===== src/rtl/if_stage_redirect_if.sv =====
// Fetch-stage bundle: the hazard/EX controls and imem data going in, and the
// IF/ID register plus status coming out.
interface if_stage_redirect_if;
  logic        stall;
  logic        switch_branch;
  logic [63:0] branch_target;
  logic [31:0] instr_in;
  logic [63:0] pc_out;
  logic [63:0] ifid_pc;
  logic [31:0] ifid_instr;
  logic        ifid_valid;
  logic        flush_idex;
  logic [15:0] redirect_count;
  logic        misalign_err;

  modport master (
    output stall, switch_branch, branch_target, instr_in,
    input  pc_out, ifid_pc, ifid_instr, ifid_valid, flush_idex,
           redirect_count, misalign_err
  );

  modport slave (
    input  stall, switch_branch, branch_target, instr_in,
    output pc_out, ifid_pc, ifid_instr, ifid_valid, flush_idex,
           redirect_count, misalign_err
  );
endinterface


===== src/rtl/if_stage_redirect.sv =====
// Instruction-fetch stage with EX-stage branch redirect. After each redirect it
// spends one FLUSH cycle in which further redirects are ignored.
module if_stage_redirect (
  input  logic                 clk,
  input  logic                 reset,
  if_stage_redirect_if.slave   bus
);
  localparam logic [31:0] NOP = 32'h0000_0013;

  typedef enum logic {RUN, FLUSH} state_t;

  state_t      state_q, state_d;
  logic [63:0] pc_q, pc_d;
  logic [63:0] ifid_pc_q, ifid_pc_d;
  logic [31:0] ifid_instr_q, ifid_instr_d;
  logic        ifid_valid_q, ifid_valid_d;
  logic [15:0] redirect_count_q, redirect_count_d;
  logic        misalign_q, misalign_d;
  logic        accept;

  always_ff @(posedge clk or posedge reset) begin
    if (reset) begin
      state_q          <= RUN;
      pc_q             <= '0;
      ifid_pc_q        <= '0;
      ifid_instr_q     <= NOP;
      ifid_valid_q     <= 1'b0;
      redirect_count_q <= '0;
      misalign_q       <= 1'b0;
    end else begin
      state_q          <= state_d;
      pc_q             <= pc_d;
      ifid_pc_q        <= ifid_pc_d;
      ifid_instr_q     <= ifid_instr_d;
      ifid_valid_q     <= ifid_valid_d;
      redirect_count_q <= redirect_count_d;
      misalign_q       <= misalign_d;
    end
  end

  always_comb begin
    state_d          = state_q;
    pc_d             = pc_q;
    ifid_pc_d        = ifid_pc_q;
    ifid_instr_d     = ifid_instr_q;
    ifid_valid_d     = ifid_valid_q;
    redirect_count_d = redirect_count_q;
    misalign_d       = misalign_q;
    accept           = 1'b0;

    case (state_q)
      RUN: begin
        if (bus.switch_branch) begin
          // Redirect outranks stall: the EX-stage branch must never be lost.
          accept           = 1'b1;
          state_d          = FLUSH;
          pc_d             = {bus.branch_target[63:2], 2'b00};
          ifid_pc_d        = '0;
          ifid_instr_d     = NOP;
          ifid_valid_d     = 1'b0;
          redirect_count_d = (redirect_count_q == '1) ? redirect_count_q
                                                      : redirect_count_q + 16'd1;
          misalign_d       = misalign_q | (|bus.branch_target[1:0]);
        end else if (!bus.stall) begin
          pc_d         = pc_q + 64'd4;
          ifid_pc_d    = pc_q;
          ifid_instr_d = bus.instr_in;
          ifid_valid_d = 1'b1;
        end
      end
      FLUSH: begin
        if (!bus.stall) begin
          state_d      = RUN;
          pc_d         = pc_q + 64'd4;
          ifid_pc_d    = pc_q;
          ifid_instr_d = bus.instr_in;
          ifid_valid_d = 1'b1;
        end
      end
      default: state_d = RUN;
    endcase
  end

  // state_q is already RUN while reset is high, so gate explicitly.
  assign bus.flush_idex     = accept & ~reset;
  assign bus.pc_out         = pc_q;
  assign bus.ifid_pc        = ifid_pc_q;
  assign bus.ifid_instr     = ifid_instr_q;
  assign bus.ifid_valid     = ifid_valid_q;
  assign bus.redirect_count = redirect_count_q;
  assign bus.misalign_err   = misalign_q;
endmodule


===== src/flat_wrapper.sv =====
// flat-port wrapper written by rule: the top's interface ports become plain ports
module if_stage_redirect_flat 
  (clk, reset, bus_stall, bus_switch_branch, bus_branch_target, bus_instr_in, bus_pc_out, bus_ifid_pc, bus_ifid_instr, bus_ifid_valid, bus_flush_idex, bus_redirect_count, bus_misalign_err);
  if_stage_redirect_if bus_i ();
  input  logic clk;
  input  logic reset;
  input wire logic [$bits(bus_i.stall)-1:0] bus_stall;
  input wire logic [$bits(bus_i.switch_branch)-1:0] bus_switch_branch;
  input wire logic [$bits(bus_i.branch_target)-1:0] bus_branch_target;
  input wire logic [$bits(bus_i.instr_in)-1:0] bus_instr_in;
  output wire logic [$bits(bus_i.pc_out)-1:0] bus_pc_out;
  output wire logic [$bits(bus_i.ifid_pc)-1:0] bus_ifid_pc;
  output wire logic [$bits(bus_i.ifid_instr)-1:0] bus_ifid_instr;
  output wire logic [$bits(bus_i.ifid_valid)-1:0] bus_ifid_valid;
  output wire logic [$bits(bus_i.flush_idex)-1:0] bus_flush_idex;
  output wire logic [$bits(bus_i.redirect_count)-1:0] bus_redirect_count;
  output wire logic [$bits(bus_i.misalign_err)-1:0] bus_misalign_err;
  assign bus_i.stall = bus_stall;
  assign bus_i.switch_branch = bus_switch_branch;
  assign bus_i.branch_target = bus_branch_target;
  assign bus_i.instr_in = bus_instr_in;
  assign bus_pc_out = bus_i.pc_out;
  assign bus_ifid_pc = bus_i.ifid_pc;
  assign bus_ifid_instr = bus_i.ifid_instr;
  assign bus_ifid_valid = bus_i.ifid_valid;
  assign bus_flush_idex = bus_i.flush_idex;
  assign bus_redirect_count = bus_i.redirect_count;
  assign bus_misalign_err = bus_i.misalign_err;
  if_stage_redirect u_core (.clk(clk), .reset(reset), .bus(bus_i));
endmodule

===== config.mk =====
export PLATFORM = sky130hd
export DESIGN_NAME = if_stage_redirect_flat
export DESIGN_NICKNAME = d
export VERILOG_FILES = /design/src/rtl/if_stage_redirect_if.sv /design/src/rtl/if_stage_redirect.sv /design/src/flat_wrapper.sv
export SDC_FILE = /design/constraint.sdc
export NUM_CORES = 1
export LEC_CHECK = 0
export ABC_CLOCK_PERIOD_IN_PS = 5500
export CAP_MARGIN = 20
export CORE_UTILIZATION = 42
export DETAILED_ROUTE_END_ITERATION = 16
export PLACE_DENSITY = 0.77
export SLEW_MARGIN = 0
export SYNTH_ARGS = -nofsm -noshare
export SYNTH_HDL_FRONTEND = slang
export SYNTH_SLANG_ARGS = --single-unit

===== constraint.sdc =====
create_clock -name clk -period 5.5 [get_ports clk]
set_input_delay 1.1 -clock clk [delete_from_list [all_inputs] [get_ports clk]]
set_output_delay 1.1 -clock clk [all_outputs]
set_load 0.01 [all_outputs]

==> reports/summary.md, run 1 <==
The flow ran to the end, and the final reports show no timing, DRC or antenna violations. Once detailed placement completed, the half-perimeter wirelength came to 17000 um. The region available for standard cell placement spans 19500 um2.

The share of synthesized flip-flops with an asynchronous set or reset was 1.00. The count of buffers added on input and output ports is 276. The commonest cells after synthesis are sky130_fd_sc_hd__dfrtp_1 (174), sky130_fd_sc_hd__nor2_1 (131), sky130_fd_sc_hd__mux2i_1 (95), sky130_fd_sc_hd__nand2_1 (77), sky130_fd_sc_hd__o21ai_0 (46). By area the synthesized netlist is led by sky130_fd_sc_hd__dfrtp_1 (52%), sky130_fd_sc_hd__mux2i_1 (11%), sky130_fd_sc_hd__nor2_1 (5.8%). After clock tree synthesis, the setup repair step added 0 buffers. The total congestion overflow after global routing is 0. Dominant cell type by area after synthesis: sky130_fd_sc_hd__dfrtp_1. CTS saw 177 sinks.

For this run, the detailed router's first-pass iteration total came to 6. The number of hold violations in the final report came out at 0. The setup path with the least slack is of type in2out.

The clock-pin transition on the worst setup and hold timing paths is 0.07 ns, and the number of nets at the end of the flow is 1194. The largest fanout on the critical path is 2, and the largest incremental delay on the critical path is 0.55 ns. The via count of the first global-routing pass came out at 6777.

The most used flip-flop cell after synthesis was sky130_fd_sc_hd__dfrtp_1. The floorplan step defined a die boundary enclosing 20600 um2. Fill cells in the final layout number 1647. The tightest min-delay check is of the reg2reg type. The floorplan has 51 rows.

For the worst setup path, the data required time is 4.40 ns. The proportion of layout cells with a drive suffix above 1 is 0.0462. The startpoint type of the worst setup path was an input port.

At the later pin of the worst-skew pair, clock insertion delay measures 0.43 ns. The period utilization came out at 0.625. The repair_antennas step left the layout with diodes totalling 0.

Setup violations remaining at the end of the flow were counted as 0. The vias per cell works out to 5.28. The static leakage power is 5.08 nW.

The detail route stage leaves a number of antenna-violating nets equal to 0. The DRC violation total after the first TritonRoute iteration came out at 452. sky130_fd_sc_hd__dfrtp_1 is the most common cell in the netlist. In this run the horizontal extent of the chip is 144 um.

The logs give 0.265 mV for the worst-case vdd ir drop and 0.527 for the sequential element share of the synthesized area. STA classifies the critical path endpoint as a primary output. TritonCTS built the clock tree. Before CTS, the worst setup slack after placement is 1.71 ns. The logs give 279 for the number of placed I/O pins and 2 for the maximum number of buffers from clock root to sink.

The tools report the number of H-tree levels as 4. Setup repair after global routing left no endpoint under its margin. The worst hold path begins at u_core.bus.misalign_err. The final core utilization is 0.617, and the netlist area before placement is 8420 um2.

The run gives 0 as the number of warning messages in the yosys log. The congestion estimate from routability-driven global placement came to 0.845. The number of hold buffers added after CTS was 0. Relative to the synthesized area, the layout overhead comes to 43.2%. The die span in y works out to 144 um.

The clock period minus final worst setup slack came out at 3.44 ns. For the total power draw, the log shows 0.00443 W. For this run, design rule violations remaining after detail routing come to 0. Synthesis produced 836 cells. The synthesized design contains 177 register bits. The first global-routing pass estimated 37500 um of wire. Timing-limited maximum frequency: 291 MHz. The run gives 0 as the post-cts resize count. The logs give 2.06 ns for the worst path setup slack after routing and 0 for the initial antenna violation count. The tightest slew margin relative to the limit was 0.273; the effective utilization at floorplan was 0.431. The tools report the count of pins over their slew limit as 0.

The tools report the overall track demand over capacity in global routing as 0.239. In this run, distinct cell masters in the synthesized netlist total 44. Counting the buffers created by CTS gives 17. For the worst setup path, the data arrival time is 2.34 ns.

On the final layout, the worst clock skew is 0.0122 ns. By instance count, the cell type seen most on the critical path is sky130_fd_sc_hd__clkdlybuf4s50_1. Entering global routing, the biggest net connects 178 pins.

The post-detailed-placement cell area is 11400 um2, and the transition time of the tightest slew-check pin is 1.08 ns. The worst register-to-register path begins at u_core.bus.pc_out[19]. The total negative slack for setup checks is 0 ns, and the final wirelength is 24500 um. Power spread over the standard cell area amounts to 368 nW/um2. Among all stages on the critical path, the largest delay is contributed by sky130_fd_sc_hd__clkdlybuf4s50_1. Top cell type's share of synthesized area: 0.517.

The signal on the critical path passes through clkdlybuf4s50_1, nand2b_2, nor2_1, clkdlybuf4s50_1. The critical path starts at bus_switch_branch. With fillers left out, the area of the finished cells amounts to 12100 um2.

Across the run, the number of max-cap violations was 0. In the final routed layout, each cell accounts on average for 17.9 um. The total via count after detailed routing is 7229. Clock tree synthesis selected as its root buffer the cell sky130_fd_sc_hd__clkbuf_16. A synthesized cell averages 10.1 um2.

Counting flops with a built-in enable in the synthesized netlist gives 0.
-- worst max-delay path, delay by kind of cell --
kind	cells	cell delay [ns]
buffers and inverters	2	1.04
AND/OR/NAND/NOR	2	0.20
-- per-stage QoR --
stage	hold WS [ns]	std cells
after floorplan	0.464	837
after global placement	0.462	1338
after detailed placement	0.467	1338
after CTS	0.488	1369
after global routing	0.511	1369
final	0.490	1369
-- final cells by class --
class | count | area, um2 | area share
clock buffer | 18 | 439 | 0.0364
clock inverter | 13 | 196 | 0.0163
inverter | 12 | 48.8 | 0.00405
sequential | 177 | 4430 | 0.368
tap | 265 | 332 | 0.0275
multi-input combinational | 602 | 3770 | 0.313
timing repair buffer | 282 | 2830 | 0.235
-- kinds of logic (layout without fill, tap and decap cells) --
kind of cell | after synthesis | after routing | share of synthesized area
AO/OA/AOI/OAI | 85 | 85 | 0.0577
AND/OR/NAND/NOR | 363 | 363 | 0.214
flip-flops | 177 | 177 | 0.527
XOR/XNOR | 54 | 54 | 0.0562
buffers and inverters | 58 | 325 | 0.0273
adder cells (fa/ha/maj) | 2 | 2 | 0.00297
other | 1 | 2 | 0.000445
multiplexers | 96 | 96 | 0.114
-- routing by layer --
layer	routed length [um]	global-route usage
met1	10900	0.329
met2	11500	0.373
met3	1500	0.0477
met4	556	0.0879
met5	0	0
-- path summary, 6_finish.rpt --
check | end | slack, ns | cells after the start
min | u_core.bus.misalign_err | 0.49 | 1
min reg2reg | u_core.bus.misalign_err | 0.49 | 1
min in group asynchronous | u_core.bus.ifid_instr[14] | 1.34 | 3
max reg2reg | u_core.bus.pc_out[53] | 2.45 | 5
max in group asynchronous | u_core.bus.ifid_pc[32] | 3.47 | 3
max | bus_flush_idex | 2.06 | 4
-- power by group --
| group | internal [W] | leakage (nW) | switching [W] |
|---|---|---|---|
| clock network | 0.000781 | 0.310 | 0.000542 |
| registers | 0.00155 | 2.19 | 0.000317 |
| logic | 0.000695 | 2.58 | 0.000545 |
-- flip-flops by register name (all words and copies together) (netlist names) --
| register | cells |
|---|---|
| u_core.bus.ifid_pc | 64 |
| u_core.bus.pc_out | 62 |
| u_core.bus.ifid_instr | 32 |
| u_core.bus.redirect_count | 16 |
| u_core.bus.ifid_valid | 1 |
| u_core.bus.misalign_err | 1 |
| u_core.state_q | 1 |
-- cell usage in the layout (no fill, tap or decap), drive strengths merged, types with 3 or more instances in the layout --
master | netlist | routed
nand2b | 3 | 3
nor4b | 3 | 3
or4 | 10 | 10
xor2 | 25 | 25
nand4 | 42 | 42
and4 | 6 | 6
o31ai | 8 | 8
inv | 12 | 17
nor4 | 11 | 11
dfrtp | 174 | 174
nor3 | 14 | 14
bufinv | 0 | 4
clkbuf | 32 | 18
dfstp | 3 | 3
clkdlybuf4s50 | 0 | 275
nand2 | 77 | 77
nand3 | 22 | 22
a31oi | 19 | 19
and2 | 8 | 8
xnor2 | 29 | 29
buf | 14 | 7
mux2i | 95 | 95
nor2 | 131 | 131
o21ai | 46 | 46
nand4b | 8 | 8
and3 | 11 | 11
a21oi | 6 | 6
or3 | 12 | 12
Power figures use the tool's default switching activity.
==> run 2: changes to the inputs <==
ABC_CLOCK_PERIOD_IN_PS = 3500   (was 5500)
CORE_UTILIZATION = 46   (was 42)
PLACE_DENSITY = 0.8   (was 0.77)
clock period = 3.5 ns   (was 5.5 ns; I/O delays follow)
==> run 2 against run 1 <==
- first-iteration DRC count grew 12%
- power increased by 53%
- via count rose by 1.2%
- sequential share of layout area is 0.14 points higher
- sequential cell count is the same
- cell area decreased by 0.37%
- non-clock buffer count increased by 8
- critical path depth unchanged
- register-to-register slack got worse by 1.6 ns
- clock skew decreased by 0.0029 ns
- worst setup slack got worse by 1.3 ns
- critical path type unchanged
- largest cell class unchanged
- largest power group unchanged
- highest routed layer unchanged
==> reports/summary.md, run 2 (same netlist as run 1, synthesis figures left out) <==
Setup violations remaining at the end of the flow were counted as 0. The vias per cell is 5.45. Half-perimeter wire length after placement: 16700 um. Number of cells traversed by the worst register-to-register path: 6. The worst hold path terminates at u_core.bus.misalign_err. Leaving out fill and tap cells, the most frequent cell in the layout is sky130_fd_sc_hd__clkdlybuf4s50_1. In this design, the critical path's most frequently occurring cell is sky130_fd_sc_hd__clkdlybuf4s50_1. At the worst endpoint, the required time is 2.80 ns.

The total via count after detailed routing is 7314. The start-to-end type of the worst setup path is in2out. In this run the vertical extent of the chip is 137 um.

The startpoint of the most critical register-to-register path is u_core.bus.pc_out[12]. The power share of the combinational group was 0.287. The count of cells along the worst hold path is 1, and the period utilization is 0.769. Setup skew after layout: 0.00934 ns. The number of rows created at floorplan was 49; the post-route worst hold slack was 0.479 ns.

The total die area is 18800 um2, and the horizontal die dimension is 137 um. Setup total negative slack on the finished layout was measured at 0 ns. The initial antenna violation count came out at 0. Counting along the longest clock path gives a buffer depth of 2. Total power draw: 0.00679 W.

The met1 capacity usage during global routing was 0.334. The H-tree generated during clock tree synthesis spans 4 levels. Wires add up to 23700 um. The diode insertion count for antenna repair was 0. The setup slack of the worst register-to-register path was 0.83 ns; the fraction of power consumed by sequential logic was 0.431.

The overall track demand over capacity in global routing was 0.253; the flip-flop count of the largest register after layout was 64. The flow ran to the end, and the final reports show no timing, DRC or antenna violations. The run gives 0.376 as the tightest slew margin relative to the limit. The tools report the maximum number of pins on one net before global-route repair as 100.

The arrival time reported for the critical path endpoint is 1.99 ns, and the number of buffers inserted to repair setup after CTS is 0. After global routing, the most crowded layer is met2. The tool flagged a number of max-cap violations equal to 0. Setup repair after global routing left no endpoint under its margin. For this design, the slowest cell found on the critical path is sky130_fd_sc_hd__clkdlybuf4s50_1.

For the residual DRC count, the log shows 0. The critical path goes through clkdlybuf4s50_1, nand2b_2, nor2_1, clkdlybuf4s50_1. For this run, the detailed router's first-pass iteration total came to 5.

The buffers plus inverters on the worst setup path was 2. The number of buffers created by CTS was 17; the clock-pin transition on the worst setup and hold timing paths was 0.07 ns. The run gives 0 as the count of pins over their slew limit. Number of placed instances with taps included: 1310. The clock period minus final worst setup slack works out to 2.69 ns. The startpoint of the lowest-slack hold path was u_core.bus.misalign_err. 279 I/O pins were placed.

Once detail routing completed, the nets flagged for antenna violations numbered 0. The first global-routing pass estimated 36500 um of wire. The core region is 18000 um2. In this run, post-CTS repair resized a total of 0 instances. The routed wire length per instance is 17.6 um, and the met2 usage in global routing is 0.404.

The tools report the number of hold violations in the final report as 0. The area added between synthesis and finish came out at 42.6%. After global routing the overflow that remains totals 0.

After detailed placement, the total cell area comes to 11400 um2. During placement, the flow inserted port buffers numbering 276. The worst setup path is captured at a primary output.

TritonCTS built the clock tree. The switching share of total power works out to 0.330. The tools report the internal power of the cells as 0.00455 W. The count of cells in the finished layout, fillers not included, comes to 1342. The min-delay analysis places its worst path in the category reg2reg. The power per standard cell area came out at 565 nW/um2. The global-route track usage on met3 is 0.0740, and the static leakage power is 5.09 nW.

In the layout the commonest cells are sky130_fd_sc_hd__clkdlybuf4s50_1 (275), sky130_fd_sc_hd__dfrtp_1 (174), sky130_fd_sc_hd__nor2_1 (131). The congestion estimate from routability-driven global placement came to 0.855. In this run, the number of DRC markers left after iteration 0 of detailed routing was 505. The startpoint type of the worst setup path is an input port. The portion of total power attributed to the clock network was 0.282. In this run the worst path has a maximum fanout of 2. The run gives 0 as the number of hold buffers added after cts. The cell family contributing the most delay on the critical path is buffers and inverters. After the last flow step, the layout net total stands at 1202. Via count of the first global-routing pass: 6817.

Static timing analysis puts the maximum clock frequency at 372 MHz. The tools report the capture instance of the worst register-to-register path as u_core.bus.pc_out[53]. Across the VDD grid, the largest voltage drop is 0.390 mV. At the pin with the least slew margin, the transition time is 0.936 ns. The effective utilization at floorplan came out at 0.469. For this design the total switching power over the nets is 0.00224 W. The finished cells cover 12000 um2. In this design, the stage delay of the slowest critical-path cell is 0.56 ns. The proportion of layout cells with a drive suffix above 1 is 0.0539, and the clock latency of the later-clocked register in the worst-skew pair is 0.44 ns.

The clock sink total was 177. Clock tree synthesis selected as its root buffer the cell sky130_fd_sc_hd__clkbuf_16.
run 2: changes by cell type in the layout (fill, tap and decap cells not counted):
cell,change
sky130_fd_sc_hd__bufinv_16,-3
sky130_fd_sc_hd__clkinv_2,-1
sky130_fd_sc_hd__inv_8,+4
sky130_fd_sc_hd__clkinvlp_4,+1
sky130_fd_sc_hd__clkbuf_8,-1
sky130_fd_sc_hd__buf_12,-1
sky130_fd_sc_hd__buf_4,+9
sky130_fd_sc_hd__clkinv_4,+1
run 2: power groups by stage:
stage                     logic (W)  registers, W  clock network (W)
final                       0.00195       0.00293            0.00191
after global routing        0.00212       0.00299            0.00203
after CTS                   0.00197       0.00292            0.00195
after detailed placement    0.00195       0.00296                  0
after global placement      0.00191       0.00294                  0
after floorplan            0.000699       0.00302                  0
run 2: layout make-up:
| cell class | count | area, um2 |
|---|---|---|
| inverter | 12 | 48.8 |
| multi-input combinational | 602 | 3770 |
| tap | 229 | 287 |
| timing repair buffer | 290 | 2880 |
| fill | 1441 | 5960 |
| clock inverter | 15 | 163 |
| sequential | 177 | 4430 |
| clock buffer | 17 | 425 |
run 2: how the worst max path moves through the flow:
stage	to	from	slack [ns]	depth (start not counted)
CTS	bus_flush_idex	bus_switch_branch	0.80	4
floorplan	u_core.bus.ifid_instr[10]	reset	0.54	1
global route	u_core.bus.pc_out[53]	u_core.bus.pc_out[31]	0.60	5
detailed placement	u_core.bus.pc_out[53]	bus_stall	0.57	7
finish	bus_flush_idex	bus_switch_branch	0.81	4
global placement	u_core.bus.pc_out[53]	bus_stall	0.64	7
run 2: worst reg2reg max path, delay by kind of cell, from the launching register on:
family                 cells  cell delay [ns]
AOI/OAI and AO/OA          1             0.18
DFF                        1             0.52
and+or+nand+nor            4             1.68
buffers and inverters      1             0.21
run 2: per-layer routing:
metal,share of wire,routed length (um),vias to the layer above
met1,0.42,9910,3545
met2,0.48,11400,283
met5,0,0,-
met4,0.017,391,0
li1,-,-,3459
met3,0.085,2000,27
run 2: metrics by stage:
stage | utilization | setup WS (ns)
after global routing | 0.668 | 0.603
after CTS | 0.668 | 0.803
after detailed placement | 0.636 | 0.569
after floorplan | - | 0.536
final | 0.668 | 0.808
after global placement | 0.636 | 0.643
==> run 3: changes to the inputs <==
ABC_CLOCK_PERIOD_IN_PS = 2700   (was 3500)
clock period = 2.7 ns   (was 3.5 ns; I/O delays follow)
==> run 3 against run 2 <==
- sequential share of layout area down 0.59 points
- wire length up 5.1%
- cell area up 1.6%
- combinational power up 36%
- worst setup slack worse by 0.45 ns
- via count up 2.7%
- first-iteration DRC count up 7.5%
- count of clock-buffer cells in the layout unchanged
- worst hold slack worse by 0.065 ns
- global-route usage up 1.3 points
- power up 36%
- register-to-register slack worse by 0.47 ns
==> reports/summary.md, run 3 (same netlist as run 1, synthesis figures left out) <==
The final core utilization was 0.679. The repair_antennas step left the layout with diodes totalling 0. The clock-pin transition on the worst setup and hold timing paths is 0.07 ns, and the half-perimeter wire length after placement is 17500 um. The logs give 0.266 for the overall track demand over capacity in global routing and 3.04 ns for the required time of the critical path. Switching share of total power: 0.311. The filler cells instantiated in the layout total 1384. Most common cell after layout, fill and taps aside: sky130_fd_sc_hd__clkdlybuf4s50_1. The logs give 427 MHz for the timing-limited maximum frequency and 110 for the maximum number of pins on one net before global-route repair. The routed wire length per instance was 18.4 um; the number of buffers inserted to repair setup after CTS was 0. Setup repair after global routing left no endpoint under its margin.

The initial antenna violation count came out at 0. The path type of the worst min-delay path is in2reg. In this run the static leakage power is 5.20 nW.

The total congestion overflow after global routing is 0. Setup skew after layout: 0.00891 ns. For the DRC violation total after the first TritonRoute iteration, the log shows 543.

For this run, the slowest stage of the critical path takes 0.47 ns. The proportion of layout cells with a drive suffix above 1 is 0.0648, and the power share of the combinational group is 0.288. Sort of element at the end of the critical path: a register.

The logs give 0.411 for the tightest slew margin relative to the limit and 0.00925 W for the total power draw. STA classifies the critical path startpoint as a register. Counting every sink on the clock net gives 177. For the number of hold violations in the final report, the log shows 0. The tools report the residual DRC count as 0. The first global-routing pass estimated 38400 um of wire. The net switching power of the design came out at 0.00288 W. The clock tree synthesis step divided the H-tree into 4 levels.

After detailed routing, the total wire length is 24900 um. The tools report the number of nets at the end of the flow as 1215. The number of buffers created by CTS came out at 17. The worst setup path is of the reg2reg kind. The worst path in the final design needs a cycle of 2.34 ns, including I/O delays and setup. The number of placed instances with taps included was 1323.

After clock tree synthesis, the repair step resized 0 gates. Setup violations remaining at the end of the flow were counted as 0. The power per standard cell area was 758 nW/um2. The tools report the portion of total power attributed to the clock network as 0.307.

The master of the slowest instance on the critical path was sky130_fd_sc_hd__dfrtp_1. Buffers plus inverters on the worst setup path: 1. The run gives 0 as the count of pins over their slew limit.

The number of input and output port buffers inserted is 276. The number of placed I/O pins was 279. The largest fanout on the critical path is 16.

The register with the most flip-flops in the layout has 64 of them. The run gives 18800 um2 as the total die area. The flow ran to the end, and the final reports show no timing, DRC or antenna violations.

At the pin with the least slew margin, the transition time is 0.883 ns. In this run the clock root is driven by a sky130_fd_sc_hd__clkbuf_16. Summing all non-filler instances in the final layout gives an area of 12200 um2. Summing over every cut layer, the via total after detailed routing is 7508. TritonCTS built the clock tree. VDD sags by at most 0.559 mV. The logs give 0.469 for the effective utilization at floorplan and 5 for the first-pass detailed-route iteration total. Summed over all failing endpoints, the final setup total negative slack is 0 ns. The longest clock path from root to sink contains 2 buffers. The clock reaches the later pin of the worst-skew pair after 0.43 ns. Data arrives at the worst endpoint at 2.68 ns.

The horizontal die dimension is 137 um, and the remaining number of nets flagged by the antenna check after routing is 0. Number of hold buffers added after cts: 0. The fraction of power consumed by sequential logic was 0.406.

After floorplanning, the core was sized to cover 18000 um2. The period utilization is 0.867, and the number of rows created at floorplan is 49. The vias per cell was 5.54; the final weighted congestion in routability-driven placement was 0.871.

In the layout the commonest cells are sky130_fd_sc_hd__clkdlybuf4s50_1 (275), sky130_fd_sc_hd__dfrtp_1 (174), sky130_fd_sc_hd__nor2_1 (131). The count of max-cap constraint violations is 0, and the internal power of the cells is 0.00637 W. The signal on the critical path passes through nand3_1, nor3_1, nand4_1, buf_4, or4_1, a31oi_1. In this design, the largest share of critical-path delay is due to simple AND/OR/NAND/NOR gates.

The post-detailed-placement cell area came out at 11500 um2. In this run the vertical extent of the chip is 137 um. For the via count of the first global-routing pass, the log shows 7114.

The finished layout holds 1355 standard cells, fillers aside. Area added between synthesis and finish: 45.0%.
run 3: cell types whose count changed in the layout (fill, tap and decap cells not counted), sizes merged:
cell / previous run / this run
buf: 15 / 28
bufinv: 1 / 6
inv: 21 / 16
run 3: worst register-to-register path: cells and delay by family, from the launching register on:
family | cells | cell delay [ns]
simple gates | 4 | 1.37
flops | 1 | 0.47
buf+inv | 1 | 0.22
compound gates | 1 | 0.19
run 3: metal layers:
metal / share of wire / GRT usage / vias up
met5: 0 / 0 / -
met4: 0.019 / 0.0830 / 0
met3: 0.083 / 0.0721 / 36
met2: 0.47 / 0.416 / 342
met1: 0.43 / 0.359 / 3637
li1: - / - / 3493
run 3: final timing paths:
kind	to	cells past startpoint	slack, ns	from
setup reg to reg	u_core.bus.pc_out[53]	6	0.36	u_core.bus.pc_out[32]
hold / removal	u_core.bus.ifid_pc[2]	3	0.41	bus_stall
min in group asynchronous	u_core.bus.ifid_instr[12]	3	0.61	reset
hold reg to reg	u_core.bus.redirect_count[5]	1	0.49	u_core.bus.redirect_count[5]
max in group asynchronous	u_core.bus.ifid_pc[11]	3	1.51	reset
setup / recovery	u_core.bus.pc_out[53]	6	0.36	u_core.bus.pc_out[32]
run 3: metrics by stage:
stage | hold WS [ns] | setup WS (ns)
3_3_place_gp | 0.458 | 0.348
5_1_grt | 0.420 | 0.221
2_1_floorplan | 0.464 | -0.104
3_5_place_dp | 0.475 | 0.323
6_report | 0.414 | 0.360
4_1_cts | 0.404 | 0.368
run 3: power by group through the flow:
stage               sequential [W]  combinational [W]  clock (W)
floorplan                  0.00391           0.000906          0
global placement           0.00376            0.00261          0
detailed placement         0.00378            0.00266          0
CTS                        0.00374            0.00268    0.00288
global route               0.00383            0.00288    0.00298
finish                     0.00375            0.00266    0.00284
run 3: area by class of cell:
cell class,instances,area [um2],area share
clock inverter,15,249,0.0204
clock buffer,17,425,0.0349
multi-input combinational,602,3770,0.309
tap,229,287,0.0235
sequential,177,4430,0.363
inverter,12,48.8,0.00400
timing repair buffer,303,2990,0.245
